## config.mk

```make
export PLATFORM = sky130hd
export DESIGN_NAME = dvi_timing_controller
export DESIGN_NICKNAME = d
export VERILOG_FILES = /design/src/rtl/dvi_timing_pkg.sv /design/src/rtl/dvi_timing_controller_pipe.sv /design/src/rtl/dvi_timing_controller.sv
export SDC_FILE = /design/constraint.sdc
export NUM_CORES = 1
export LEC_CHECK = 0
export ABC_AREA = 1
export BUFFER_PORTS_ARGS = -buffer_cell sky130_fd_sc_hd__buf_2
export CORE_MARGIN = 5
export CORE_UTILIZATION = 43
export CTS_BUF_LIST = sky130_fd_sc_hd__clkbuf_16
export CTS_CLUSTER_SIZE = 12
export DETAILED_ROUTE_END_ITERATION = 8
export PLACE_DENSITY = 0.74
export SLEW_MARGIN = 0
export SYNTH_ARGS = -nofsm -noshare
export SYNTH_HDL_FRONTEND = slang
export SYNTH_SLANG_ARGS = --single-unit
export TNS_END_PERCENT = 100
```

## constraint.sdc

```tcl
create_clock -name pclk -period 4.25 [get_ports pclk]
set_input_delay 0.85 -clock pclk [delete_from_list [all_inputs] [get_ports pclk]]
set_output_delay 0.85 -clock pclk [all_outputs]
set_load 0.005 [all_outputs]
```

## src/rtl/dvi_timing_pkg.sv

```systemverilog
// Shared raster constants (640x480@60), scan state encoding and the sync bus
// type used by the DVI timing controller and its delay pipeline.
package dvi_timing_pkg;

  localparam int VGA_H_ACTIVE     = 640;
  localparam int VGA_H_FP         = 16;
  localparam int VGA_H_SYNC       = 96;
  localparam int VGA_H_BP         = 48;
  localparam int VGA_H_TOTAL      = VGA_H_ACTIVE + VGA_H_FP + VGA_H_SYNC + VGA_H_BP;
  localparam int VGA_H_SYNC_START = VGA_H_ACTIVE + VGA_H_FP;
  localparam int VGA_H_SYNC_END   = VGA_H_SYNC_START + VGA_H_SYNC;

  localparam int VGA_V_ACTIVE     = 480;
  localparam int VGA_V_FP         = 10;
  localparam int VGA_V_SYNC       = 2;
  localparam int VGA_V_BP         = 33;
  localparam int VGA_V_TOTAL      = VGA_V_ACTIVE + VGA_V_FP + VGA_V_SYNC + VGA_V_BP;
  localparam int VGA_V_SYNC_START = VGA_V_ACTIVE + VGA_V_FP;
  localparam int VGA_V_SYNC_END   = VGA_V_SYNC_START + VGA_V_SYNC;

  typedef enum logic [1:0] {
    IDLE     = 2'd0,
    RUN      = 2'd1,
    STOPPING = 2'd2
  } scan_state_e;

  // Sync levels carried here already have the output polarity applied.
  typedef struct packed {
    logic blank;
    logic hsync;
    logic vsync;
  } sync_bus_t;

endpackage

```

## src/rtl/dvi_timing_controller_pipe.sv

```systemverilog
// Fixed-latency shift register that re-aligns the decoded sync/blank bus with
// the renderer's pixel pipeline. DEPTH=0 degenerates to a wire.
module dvi_pipe_delay #(
  parameter int               WIDTH     = 3,
  parameter int               DEPTH     = 2,
  parameter logic [WIDTH-1:0] RESET_VAL = '0
) (
  input  logic             pclk,
  input  logic             rst,
  input  logic [WIDTH-1:0] d,
  output logic [WIDTH-1:0] q
);

  if (DEPTH == 0) begin : g_bypass
    assign q = d;
  end else begin : g_shift
    logic [WIDTH-1:0] stage [DEPTH];

    // NOTE: these few stages are plain flops, so resetting every entry is cheap
    // and keeps the outputs blank right after reset; a real RAM would not be reset.
    always_ff @(posedge pclk) begin
      if (rst) begin
        for (int i = 0; i < DEPTH; i++) stage[i] <= RESET_VAL;
      end else begin
        stage[0] <= d;
        for (int i = 1; i < DEPTH; i++) stage[i] <= stage[i-1];
      end
    end

    assign q = stage[DEPTH-1];
  end

endmodule

```

## src/rtl/dvi_timing_controller.sv

```systemverilog
// Raster timing generator for the DVI transmitter: counters, delayed
// sync/blank, per-line prefetch requests and frame-aligned start/stop.
module dvi_timing_controller
  import dvi_timing_pkg::*;
#(
  parameter int   H_ACTIVE   = VGA_H_ACTIVE,
  parameter int   H_FP       = VGA_H_FP,
  parameter int   H_SYNC     = VGA_H_SYNC,
  parameter int   H_BP       = VGA_H_BP,
  parameter int   V_ACTIVE   = VGA_V_ACTIVE,
  parameter int   V_FP       = VGA_V_FP,
  parameter int   V_SYNC     = VGA_V_SYNC,
  parameter int   V_BP       = VGA_V_BP,
  parameter logic SYNC_POL   = 1'b0,
  parameter int   PIPE_DELAY = 2
) (
  input  logic       pclk,
  input  logic       rst,
  input  logic       enable,
  output logic [9:0] hcount,
  output logic [9:0] vcount,
  output logic       out_hsync,
  output logic       out_vsync,
  output logic       out_blank,
  output logic       frame_start,
  output logic       line_req,
  output logic [8:0] line_num,
  input  logic       line_ack,
  output logic       running,
  output logic       underrun
);

  localparam int H_TOTAL = H_ACTIVE + H_FP + H_SYNC + H_BP;
  localparam int V_TOTAL = V_ACTIVE + V_FP + V_SYNC + V_BP;

  localparam logic [9:0] H_ACT_L  = 10'(H_ACTIVE);
  localparam logic [9:0] H_SS_L   = 10'(H_ACTIVE + H_FP);
  localparam logic [9:0] H_SE_L   = 10'(H_ACTIVE + H_FP + H_SYNC);
  localparam logic [9:0] H_LAST_L = 10'(H_TOTAL - 1);
  localparam logic [9:0] V_ACT_L  = 10'(V_ACTIVE);
  localparam logic [9:0] V_SS_L   = 10'(V_ACTIVE + V_FP);
  localparam logic [9:0] V_SE_L   = 10'(V_ACTIVE + V_FP + V_SYNC);
  localparam logic [9:0] V_LAST_L = 10'(V_TOTAL - 1);

  localparam sync_bus_t IDLE_BUS = '{blank: 1'b1, hsync: ~SYNC_POL, vsync: ~SYNC_POL};

  scan_state_e state, state_next;
  logic        scanning;
  logic        h_wrap;
  logic        frame_end;
  logic [9:0]  v_next_line;
  logic        trigger;
  sync_bus_t   raw_bus, decoded_bus, delayed_bus;

  assign scanning    = (state != IDLE);
  assign h_wrap      = (hcount == H_LAST_L);
  assign frame_end   = h_wrap && (vcount == V_LAST_L);
  assign v_next_line = (vcount == V_LAST_L) ? 10'd0 : vcount + 10'd1;
  assign trigger     = scanning && (hcount == H_ACT_L) && (v_next_line < V_ACT_L);

  // NOTE: every clocked block uses <= so all registers sample pre-edge values,
  // independent of the order the always_ff blocks are evaluated in.
  always_ff @(posedge pclk) begin
    if (rst) state <= IDLE;
    else     state <= state_next;
  end

  // NOTE: state_next takes its hold value before the case so no path leaves it
  // unassigned, which would otherwise infer a latch.
  always_comb begin
    state_next = state;
    case (state)
      IDLE:     if (enable) state_next = RUN;
      RUN:      if (!enable) state_next = STOPPING;
      STOPPING: begin
        if (enable)         state_next = RUN;
        else if (frame_end) state_next = IDLE;
      end
      default:  state_next = IDLE;
    endcase
  end

  // Counters sit at (0,0) in IDLE, so leaving IDLE always starts a full frame.
  always_ff @(posedge pclk) begin
    if (rst || !scanning) begin
      hcount <= '0;
      vcount <= '0;
    end else if (h_wrap) begin
      hcount <= '0;
      vcount <= (vcount == V_LAST_L) ? 10'd0 : vcount + 10'd1;
    end else begin
      hcount <= hcount + 10'd1;
    end
  end

  // An ack on the wrap cycle is checked first, so it beats the underrun.
  always_ff @(posedge pclk) begin
    if (rst) begin
      line_req <= 1'b0;
      line_num <= '0;
      underrun <= 1'b0;
    end else if (trigger) begin
      line_req <= 1'b1;
      line_num <= v_next_line[8:0];
    end else if (line_req) begin
      if (line_ack) begin
        line_req <= 1'b0;
      end else if (scanning && h_wrap) begin
        line_req <= 1'b0;
        underrun <= 1'b1;
      end
    end
  end

  always_comb begin
    raw_bus = IDLE_BUS;
    if (scanning) begin
      raw_bus.blank = !((hcount < H_ACT_L) && (vcount < V_ACT_L));
      if ((hcount >= H_SS_L) && (hcount < H_SE_L)) raw_bus.hsync = SYNC_POL;
      if ((vcount >= V_SS_L) && (vcount < V_SE_L)) raw_bus.vsync = SYNC_POL;
    end
  end

  always_ff @(posedge pclk) begin
    if (rst) decoded_bus <= IDLE_BUS;
    else     decoded_bus <= raw_bus;
  end

  dvi_pipe_delay #(
    .WIDTH    (3),
    .DEPTH    (PIPE_DELAY),
    .RESET_VAL(IDLE_BUS)
  ) u_pipe_delay (
    .pclk(pclk),
    .rst (rst),
    .d   (decoded_bus),
    .q   (delayed_bus)
  );

  assign out_blank   = delayed_bus.blank;
  assign out_hsync   = delayed_bus.hsync;
  assign out_vsync   = delayed_bus.vsync;
  assign frame_start = scanning && (hcount == 10'd0) && (vcount == 10'd0);
  assign running     = scanning;

endmodule

```

==> results of run 1 <==
## routing by layer
layer / vias to the layer above / wire (um) / track usage [%]
met5: - / 0 / 0
met1: 783 / 2071 / 20.75
met2: 43 / 1824 / 22.84
li1: 936 / - / -
met4: 0 / 64 / 5.245
met3: 5 / 234 / 3.899
## state kept, by name, summed over array words and instances, names as in the netlist
signal                      cells
vcount                         10
state                           2
decoded_bus                     3
line_num                        9
u_pipe_delay.g_shift.stage      6
hcount                         10
underrun                        1
line_req                        1
## power by group
part	switching [mW]	total [mW]	internal (mW)
Clock	0.155	0.375	0.219
Combinational	0.0152	0.0226	0.00738
Sequential	0.00180	0.398	0.396
## synth_stat cells, drive strengths merged
cell type / n
xor2: 1
o21a: 1
nor3b: 1
nand2: 52
clkbuf: 1
o22ai: 10
nand3: 23
buf: 4
inv: 35
or2: 6
ha: 4
a2111oi: 1
nand4: 6
o311ai: 1
dfxtp: 42
o21ai: 5
a21oi: 13
clkinv: 2
o211ai: 2
nor2: 39
a31oi: 1
nor3: 5
o21bai: 1
nor4: 3
## layout make-up
class	count	area, um^2	area share, %
multi-input combinational	175	982.2	41.32
tap	54	67.56	2.842
clock inverter	3	23.77	1.000
timing repair buffer	39	195.2	8.211
inverter	37	142.6	6.000
clock buffer	5	125.1	5.263
sequential	42	840.8	35.37
## path summary, 6_finish.rpt
kind | start | endpoint | slack [ns] | cells after the start
max | vcount[5] | frame_start | 1.86 | 6
min | u_pipe_delay.g_shift.stage[0][0] | u_pipe_delay.g_shift.stage[0][3] | 0.41 | 1
max reg2reg | hcount[0] | hcount[9] | 2.29 | 7
min reg2reg | u_pipe_delay.g_shift.stage[0][0] | u_pipe_delay.g_shift.stage[0][3] | 0.41 | 1
## cells in the final DEF (no fill, tap or decap), types with 2 or more instances in the layout
cell	synthesis	layout
a21oi_1	3	3
a21oi_2	10	10
buf_2	1	39
clkbuf_16	0	5
clkinvlp_4	0	2
dfxtp_1	42	42
ha_1	4	4
inv_1	30	30
inv_2	4	4
nand2_1	45	45
nand2_2	6	6
nand3_1	19	19
nand3_2	3	3
nand4_1	6	6
nor2_1	32	32
nor2_2	4	4
nor2_4	2	2
nor3_1	4	4
nor4_1	3	3
o211ai_1	2	2
o21ai_0	4	4
o22ai_1	10	10
or2_2	6	6
## logic make-up after synthesis
| group | count (synthesis) |
|---|---|
| AOI/OAI and AO/OA | 35 |
| xor gates and xnor gates | 1 |
| adders and majority gates | 4 |
| buffers and inverters | 42 |
| DFF | 42 |
| and+or+nand+nor | 135 |
## worst max-delay path: cells and delay by family (launching register included)
| family | cells | cell delay (ns) |
|---|---|---|
| buffers and inverters | 2 | 0.27 |
| flip-flops | 1 | 0.38 |
| AND/OR/NAND/NOR | 4 | 0.62 |
==> summary.txt, run 1 <==
STA
  – Setup TNS: 0 ns
  – Tcrit/Tclk final: 56.24%
  – Final hold slack: 0.4067 ns
  – Post-route minimum period: 2.390 ns
  – Tightest Pin Transition: 0.6763 ns
  – RSZ-0062 raised after global routing: false
  – Max-Slew Margin vs Limit: 54.80%
  – Final setup vio count: 0
  – Peak Freq: 418.4 MHz
  – Worst Skew: 0.007077 ns
  – Final worst slack: 1.860 ns
  – Hold Vio Cnt, Final: 0
  – Max-slew violations: 0

Die
  – I/O Pins: 40
  – Chip Height: 78.55 um
  – DIE AREA: 6170 um^2
  – Die X: 78.55 um
  – Cell Rows: 25
  – Initial core utilization: 43.65%
  – Core Region: 4629 um^2

Finish
  – Non-Filler Instances: 355
  – Final nets: 308
  – Share of post-route cells with drive strength above 1: 29.24%
  – FILL cells: 457
  – Number of antenna diodes: 0
  – Layout area overhead: 17.65%
  – Finished Cell Area: 2377 um^2
  – Core Util, Final: 51.35%

Routing
  – Drt pass-1 iters: 4
  – Via/cell ratio: 4.977
  – DR WL/cell: 11.82 um
  – Residual DRC: 0
  – Total Wirelength: 4.196 mm
  – Initial DRC count: 109
  – Via count: 1767
  – Final antenna-violating net count: 0

CTS
  – CTS resizes: 0
  – Clock Tree Buf Depth: 2
  – Number of H-tree levels: 2
  – CTS root buf: clkbuf_16
  – CTS Sinks: 42
  – TritonCTS clock tree: done
  – Worst-Skew Late Latency: 0.28 ns
  – Post-CTS Setup Repair Bufs: 0
  – # hold bufs at CTS: 0
  – CTS Buf Count: 5
  – Worst-path clk slew: 0.06 ns

Critical path
  – WP data arrival: 1.54 ns
  – Maximum net fanout on the critical path: 8
  – Slowest cell on crit path: dfxtp_1
  – Crit path launch type: register
  – CP Class: register to output pin
  – Max incr delay on CP: 0.38 ns
  – Crit path capture type: output pin
  – CP Cell Sequence: inv_2 -> nand2_1 -> nor2_1 -> nand2_1 -> nor4_1 -> buf_2
  – CP required: 3.40 ns
  – CP most frequent cell: nand2_1

Global route
  – Total global-route track usage: 15.11%
  – Pin count of the biggest net entering global routing: 20
  – Initial antenna violation count: 0
  – Gr ovfl total: 0
  – Vias in the first global route: 1621
  – First-pass GRT wire length: 7.507 mm

Pwr
  – Total Power: 0.7953 mW
  – Pwr/cell area: 334.5 nW/um^2
  – Worst-case vdd ir drop: 152.6 uV
  – Leakage: 1.063 nW

Placement
  – IO Port Bufs: 39
  – Routability congestion estimate: 0.8034
  – Pre-CTS setup slack: 2.052 ns
  – Placed inst area: 2228 um^2
  – Placed cell count: 347
  – Detailed placer's ending HPWL: 3.197 mm

Yosys
  – Syn Inst Count: 259
  – Synthesized-area fraction occupied by adder cells: 2.477%
  – Flops & latches, synth: 42
  – Multiplexer area fraction after synthesis: 0%
  – Yosys top cell area share: 41.61%
  – Synth cell types: 40
  – Top post-synthesis cells by area: dfxtp_1 (42%), nand2_1 (8.4%), nor2_1 (5.9%)
  – Syn. warnings: 0
  – Synth Area in XOR/XNOR: 0.4334%
  – Synth area leader: dfxtp_1
  – Seq/Total Area, Yosys: 41.61%
  – Syn_area_per_cell: 7.802 um^2
  – Synth Area in Compound Gates: 12.07%
  – Syn_nets: 267
  – Main combinational cell family by area after synthesis: simple AND/OR/NAND/NOR gates
  – Mapped cell area: 2021 um^2
  – Simple-Gate Fraction of Synth Area: 33.62%

Flow run
  – Max Cap Viol: 0

Hold path
  – Worst min path class: register to register

Status
  – Status: complete, no violations
Power figures use the tool's default switching activity.
==> run 2: changes to the inputs <==
clock period = 2.4 ns   (was 4.25 ns; I/O delays follow)
==> summary.txt, run 2 (synthesis gave the netlist of run 1 again) <==
Status
  – Status: complete, no violations

Finish
  – Number of antenna diodes: 0
  – Final nets: 309
  – Layout area overhead: 19.01%
  – FILL cells: 439
  – Most frequent cells in the layout: nand2_1 (45), dfxtp_1 (42), buf_2 (39)
  – Share of post-route cells with drive strength above 1: 29.47%
  – Biggest regs: hcount (10), vcount (10), line_num (9)
  – Commonest non-fill, non-tap cell in the layout: nand2_1

Global route
  – Total global-route track usage: 14.66%
  – Gr ovfl total: 0
  – First-pass GRT wire length: 7.334 mm
  – Vias in the first global route: 1587
  – Initial antenna violation count: 0
  – Pin count of the biggest net entering global routing: 18

CTS
  – CTS root buf: clkbuf_16
  – Worst-path clk slew: 0.06 ns
  – Number of H-tree levels: 2
  – CTS Sinks: 42
  – Worst-Skew Late Latency: 0.28 ns
  – Post-CTS Setup Repair Bufs: 0
  – # hold bufs at CTS: 0
  – CTS Buf Count: 5
  – TritonCTS clock tree: done
  – Clock Tree Buf Depth: 2
  – CTS resizes: 0

Routing
  – Residual DRC: 0
  – DR WL/cell: 12.20 um
  – Drt pass-1 iters: 4
  – Via count: 1779
  – Initial DRC count: 90
  – Final antenna-violating net count: 0
  – Total Wirelength: 4.342 mm
  – Via/cell ratio: 4.997

Critical path
  – Maximum net fanout on the critical path: 5
  – CP Class: register to output pin
  – CP most frequent cell: nor2_1
  – Crit path capture type: output pin
  – Worst reg2reg setup slack: 0.50 ns
  – CP Cell Sequence: nor2_1 -> inv_1 -> nor2_1 -> nand2_1 -> nor4_1 -> buf_2
  – Slowest cell on crit path: dfxtp_1
  – Crit path launch type: register
  – WP data arrival: 1.57 ns
  – Max incr delay on CP: 0.34 ns
  – CP required: 1.92 ns

Die
  – Chip Height: 78.55 um
  – DIE AREA: 6170 um^2
  – I/O Pins: 40
  – Core Region: 4629 um^2
  – Initial core utilization: 43.65%
  – Die X: 78.55 um
  – Cell Rows: 25

Placement
  – IO Port Bufs: 39
  – Routability congestion estimate: 0.8879
  – Detailed placer's ending HPWL: 3.248 mm

STA
  – Post-route minimum period: 2.048 ns
  – Tcrit/Tclk final: 85.35%
  – Setup TNS: 0 ns
  – Tightest Pin Transition: 0.3694 ns
  – Max-slew violations: 0
  – Final setup vio count: 0
  – Peak Freq: 488.2 MHz
  – Worst Skew: 0.004095 ns
  – Max-Slew Margin vs Limit: 75.31%
  – RSZ-0062 raised after global routing: false
  – Hold Vio Cnt, Final: 0

Pwr
  – Total Power: 1.515 mW
  – Pwr/cell area: 630.1 nW/um^2
  – Worst-case vdd ir drop: 284.7 uV
  – Leakage: 1.085 nW

Hold path
  – Worst min path class: primary input to register

Flow run
  – Max Cap Viol: 0
run 2: cell types whose count changed in the layout (fill, tap and decap cells not counted):
| cell | change |
|---|---|
| clkinvlp_4 | -2 |
| clkinv_2 | +1 |
| buf_4 | +1 |
| bufinv_16 | +1 |
run 2: worst paths after layout:
kind | from | endpoint | cells past startpoint
setup / recovery | hcount[5] | frame_start | 6
hold / removal | enable | state[1] | 2
setup reg to reg | hcount[0] | vcount[3] | 7
hold reg to reg | u_pipe_delay.g_shift.stage[0][2] | u_pipe_delay.g_shift.stage[0][5] | 1
run 2: layout make-up:
cell class | count | area (um^2) | share of cell area, %
Clock buffer | 5 | 125.1 | 5.203
Clock inverter | 3 | 43.79 | 1.821
Inverter | 37 | 142.6 | 5.931
Multi-Input combinational cell | 175 | 982.2 | 40.84
Sequential cell | 42 | 840.8 | 34.96
Tap cell | 54 | 67.56 | 2.810
Timing Repair Buffer | 40 | 202.7 | 8.429
run 2: metrics by stage:
stage | util (%) | std cells | cell area, um^2 | hold slack, ns | setup slack (ns)
final | 51.95 | 356 | 2405 | 0.3826 | 0.3517
after global routing | 51.95 | 356 | 2405 | 0.3888 | 0.2155
after CTS | 51.95 | 356 | 2405 | 0.3870 | 0.3680
after detailed placement | 48.30 | 348 | 2236 | 0.3923 | 0.5511
after global placement | 48.30 | 348 | 2236 | 0.3911 | 0.5134
after floorplan | - | 259 | 2021 | 0.3895 | 0.8258
run 2: critical path: cells and delay by family, from the launching register on:
kind | cells | cell delay, ns
and+or+nand+nor | 4 | 0.69
DFF | 1 | 0.34
buffers and inverters | 2 | 0.26
run 2: routing by layer:
metal,GRT usage (%),wire [um],up-vias
li1,-,-,928
met5,0,0,-
met1,20.01,2060,792
met2,21.05,1889,52
met3,4.358,306,7
met4,6.818,87,0
run 2: report_power, final:
part,internal [mW],switching [mW],leakage [nW]
combinational,0.0141,0.0274,0.661
sequential,0.702,0.00311,0.339
clock,0.492,0.277,0.0842
==> run 3: changes to the inputs <==
CORE_MARGIN = unset   (was 5)
SKIP_LAST_GASP = 1   (was unset)
==> summary.txt, run 3 (synthesis gave the netlist of run 1 again) <==
Global route
  – Vias in the first global route: 1563
  – Initial antenna violation count: 0
  – Total global-route track usage: 18.30%
  – First-pass GRT wire length: 7.141 mm
  – Pin count of the biggest net entering global routing: 18
  – Gr ovfl total: 0

Routing
  – Total Wirelength: 4.134 mm
  – DR WL/cell: 11.68 um
  – Initial DRC count: 121
  – Drt pass-1 iters: 6
  – Via count: 1793
  – Final antenna-violating net count: 0
  – Residual DRC: 8
  – Via/cell ratio: 5.065

STA
  – Tcrit/Tclk final: 83.22%
  – Max-slew violations: 0
  – Hold Vio Cnt, Final: 0
  – Max-Slew Margin vs Limit: 75.25%
  – Peak Freq: 500.7 MHz
  – Final hold slack: 0.3741 ns
  – Worst Skew: 0.004040 ns
  – Setup TNS: 0 ns
  – Tightest Pin Transition: 0.3704 ns
  – RSZ-0062 raised after global routing: false
  – Post-route minimum period: 1.997 ns
  – Final setup vio count: 0

Die
  – I/O Pins: 40
  – Chip Height: 70.55 um
  – Cell Rows: 24
  – Core Region: 4444 um^2
  – DIE AREA: 4977 um^2
  – Initial core utilization: 45.47%
  – Die X: 70.55 um

CTS
  – TritonCTS clock tree: done
  – Number of H-tree levels: 2
  – CTS Sinks: 42
  – Worst-path clk slew: 0.06 ns
  – CTS root buf: clkbuf_16
  – CTS Buf Count: 5
  – Worst-Skew Late Latency: 0.28 ns
  – CTS resizes: 0
  – Post-CTS Setup Repair Bufs: 0
  – Clock Tree Buf Depth: 2
  – # hold bufs at CTS: 0

Pwr
  – Seq pwr share: 50.3%
  – Worst-case vdd ir drop: 296.8 uV
  – Pwr/cell area: 588.8 nW/um^2
  – Sw power: 0.3008 mW
  – Clock power share: 46.7%
  – Combinational share of power: 3.0%
  – Leakage: 1.070 nW
  – Internal power: 1.100 mW
  – Switching Fraction: 21.47%

Critical path
  – WP data arrival: 1.52 ns
  – Delay-heaviest family, CP: simple AND/OR/NAND/NOR gates
  – CP bufs+invs: 2
  – Reg-to-Reg Start: hcount[0]
  – CP Class: register to output pin
  – R2R cell count: 7
  – Worst reg2reg setup slack: 0.49 ns
  – Crit path capture type: output pin
  – Max incr delay on CP: 0.37 ns
  – Maximum net fanout on the critical path: 5
  – CP required: 1.92 ns
  – CP Cell Sequence: inv_1 -> ha_1 -> nand2_1 -> nor4_1 -> buf_2
  – Slowest cell on crit path: dfxtp_1
  – Worst reg2reg path endpoint: vcount[3]
  – Crit path launch type: register

Placement
  – Detailed placer's ending HPWL: 3.142 mm
  – IO Port Bufs: 39
  – Routability congestion estimate: 0.9203

Finish
  – Most frequent cells in the layout: nand2_1 (45), dfxtp_1 (42), buf_2 (39)
  – Biggest regs: hcount (10), vcount (10), line_num (9)
  – Share of post-route cells with drive strength above 1: 29.47%
  – FF/Latch Area: 840.8 um^2
  – Number of antenna diodes: 0
  – Layout area overhead: 17.77%
  – Final nets: 309
  – FILL cells: 452
  – Multi-input gate area: 982.2 um^2
  – Commonest non-fill, non-tap cell in the layout: nand2_1

Status
  – Status: complete, but fails checks
  – Violated checks: DRC

Flow run
  – Max Cap Viol: 0

Hold path
  – Hold EP: state[1]
  – Hold Path Origin: enable
  – WHS Path Cells: 2
  – Worst min path class: primary input to register
[run 3: cell count changes in the layout (fill, tap and decap cells not counted)]
cell and delta:
bufinv_16 -1, clkinvlp_4 +1, inv_6 -1, clkinv_4 +1
[run 3: through the flow]
stage                     utilization (%)  instance area, um^2  power [mW]  setup slack, ns  cells
final                               53.55                 2380       1.401           0.4028    354
after floorplan                         -                 2021      0.7497           0.8258    259
after global routing                53.55                 2380       1.461           0.2393    354
after detailed placement            50.25                 2233      0.7619           0.5341    346
after global placement              50.25                 2233      0.7615           0.5247    346
after CTS                           53.55                 2380       1.425           0.3858    354
[run 3: area by class of cell]
class,instances,area share (%)
tap,52,2.734
sequential,42,35.33
multi-input combinational,175,41.27
timing repair buffer,40,8.517
clock inverter,3,0.8938
clock buffer,5,5.258
inverter,37,5.994
[run 3: worst max path at each step]
| stage | start | endpoint | slack [ns] | cells after the start |
|---|---|---|---|---|
| after floorplan | vcount[0] | line_num[8] | 0.83 | 11 |
| after global placement | hcount[0] | vcount[4] | 0.52 | 7 |
| after detailed placement | hcount[0] | vcount[4] | 0.53 | 7 |
| after CTS | vcount[1] | frame_start | 0.39 | 5 |
| after global routing | hcount[5] | frame_start | 0.24 | 6 |
| final | vcount[1] | frame_start | 0.40 | 5 |
[run 3: per-layer routing]
| layer | vias up | share of wire [%] | wire (um) | track usage (%) |
|---|---|---|---|---|
| met5 | - | 0 | 0 | 0 |
| li1 | 942 | - | - | - |
| met3 | 5 | 5.9 | 244 | 5.556 |
| met1 | 794 | 50 | 2055 | 25.11 |
| met2 | 52 | 43 | 1772 | 27.40 |
| met4 | 0 | 1.5 | 63 | 6.667 |
[run 3: power by group through the flow]
stage | combinational [mW] | sequential (mW) | clock (mW)
2_1_floorplan | 0.0296 | 0.720 | 0
3_3_place_gp | 0.0412 | 0.720 | 0
3_5_place_dp | 0.0415 | 0.720 | 0
4_1_cts | 0.0416 | 0.705 | 0.678
5_1_grt | 0.0476 | 0.705 | 0.708
6_report | 0.0415 | 0.705 | 0.655
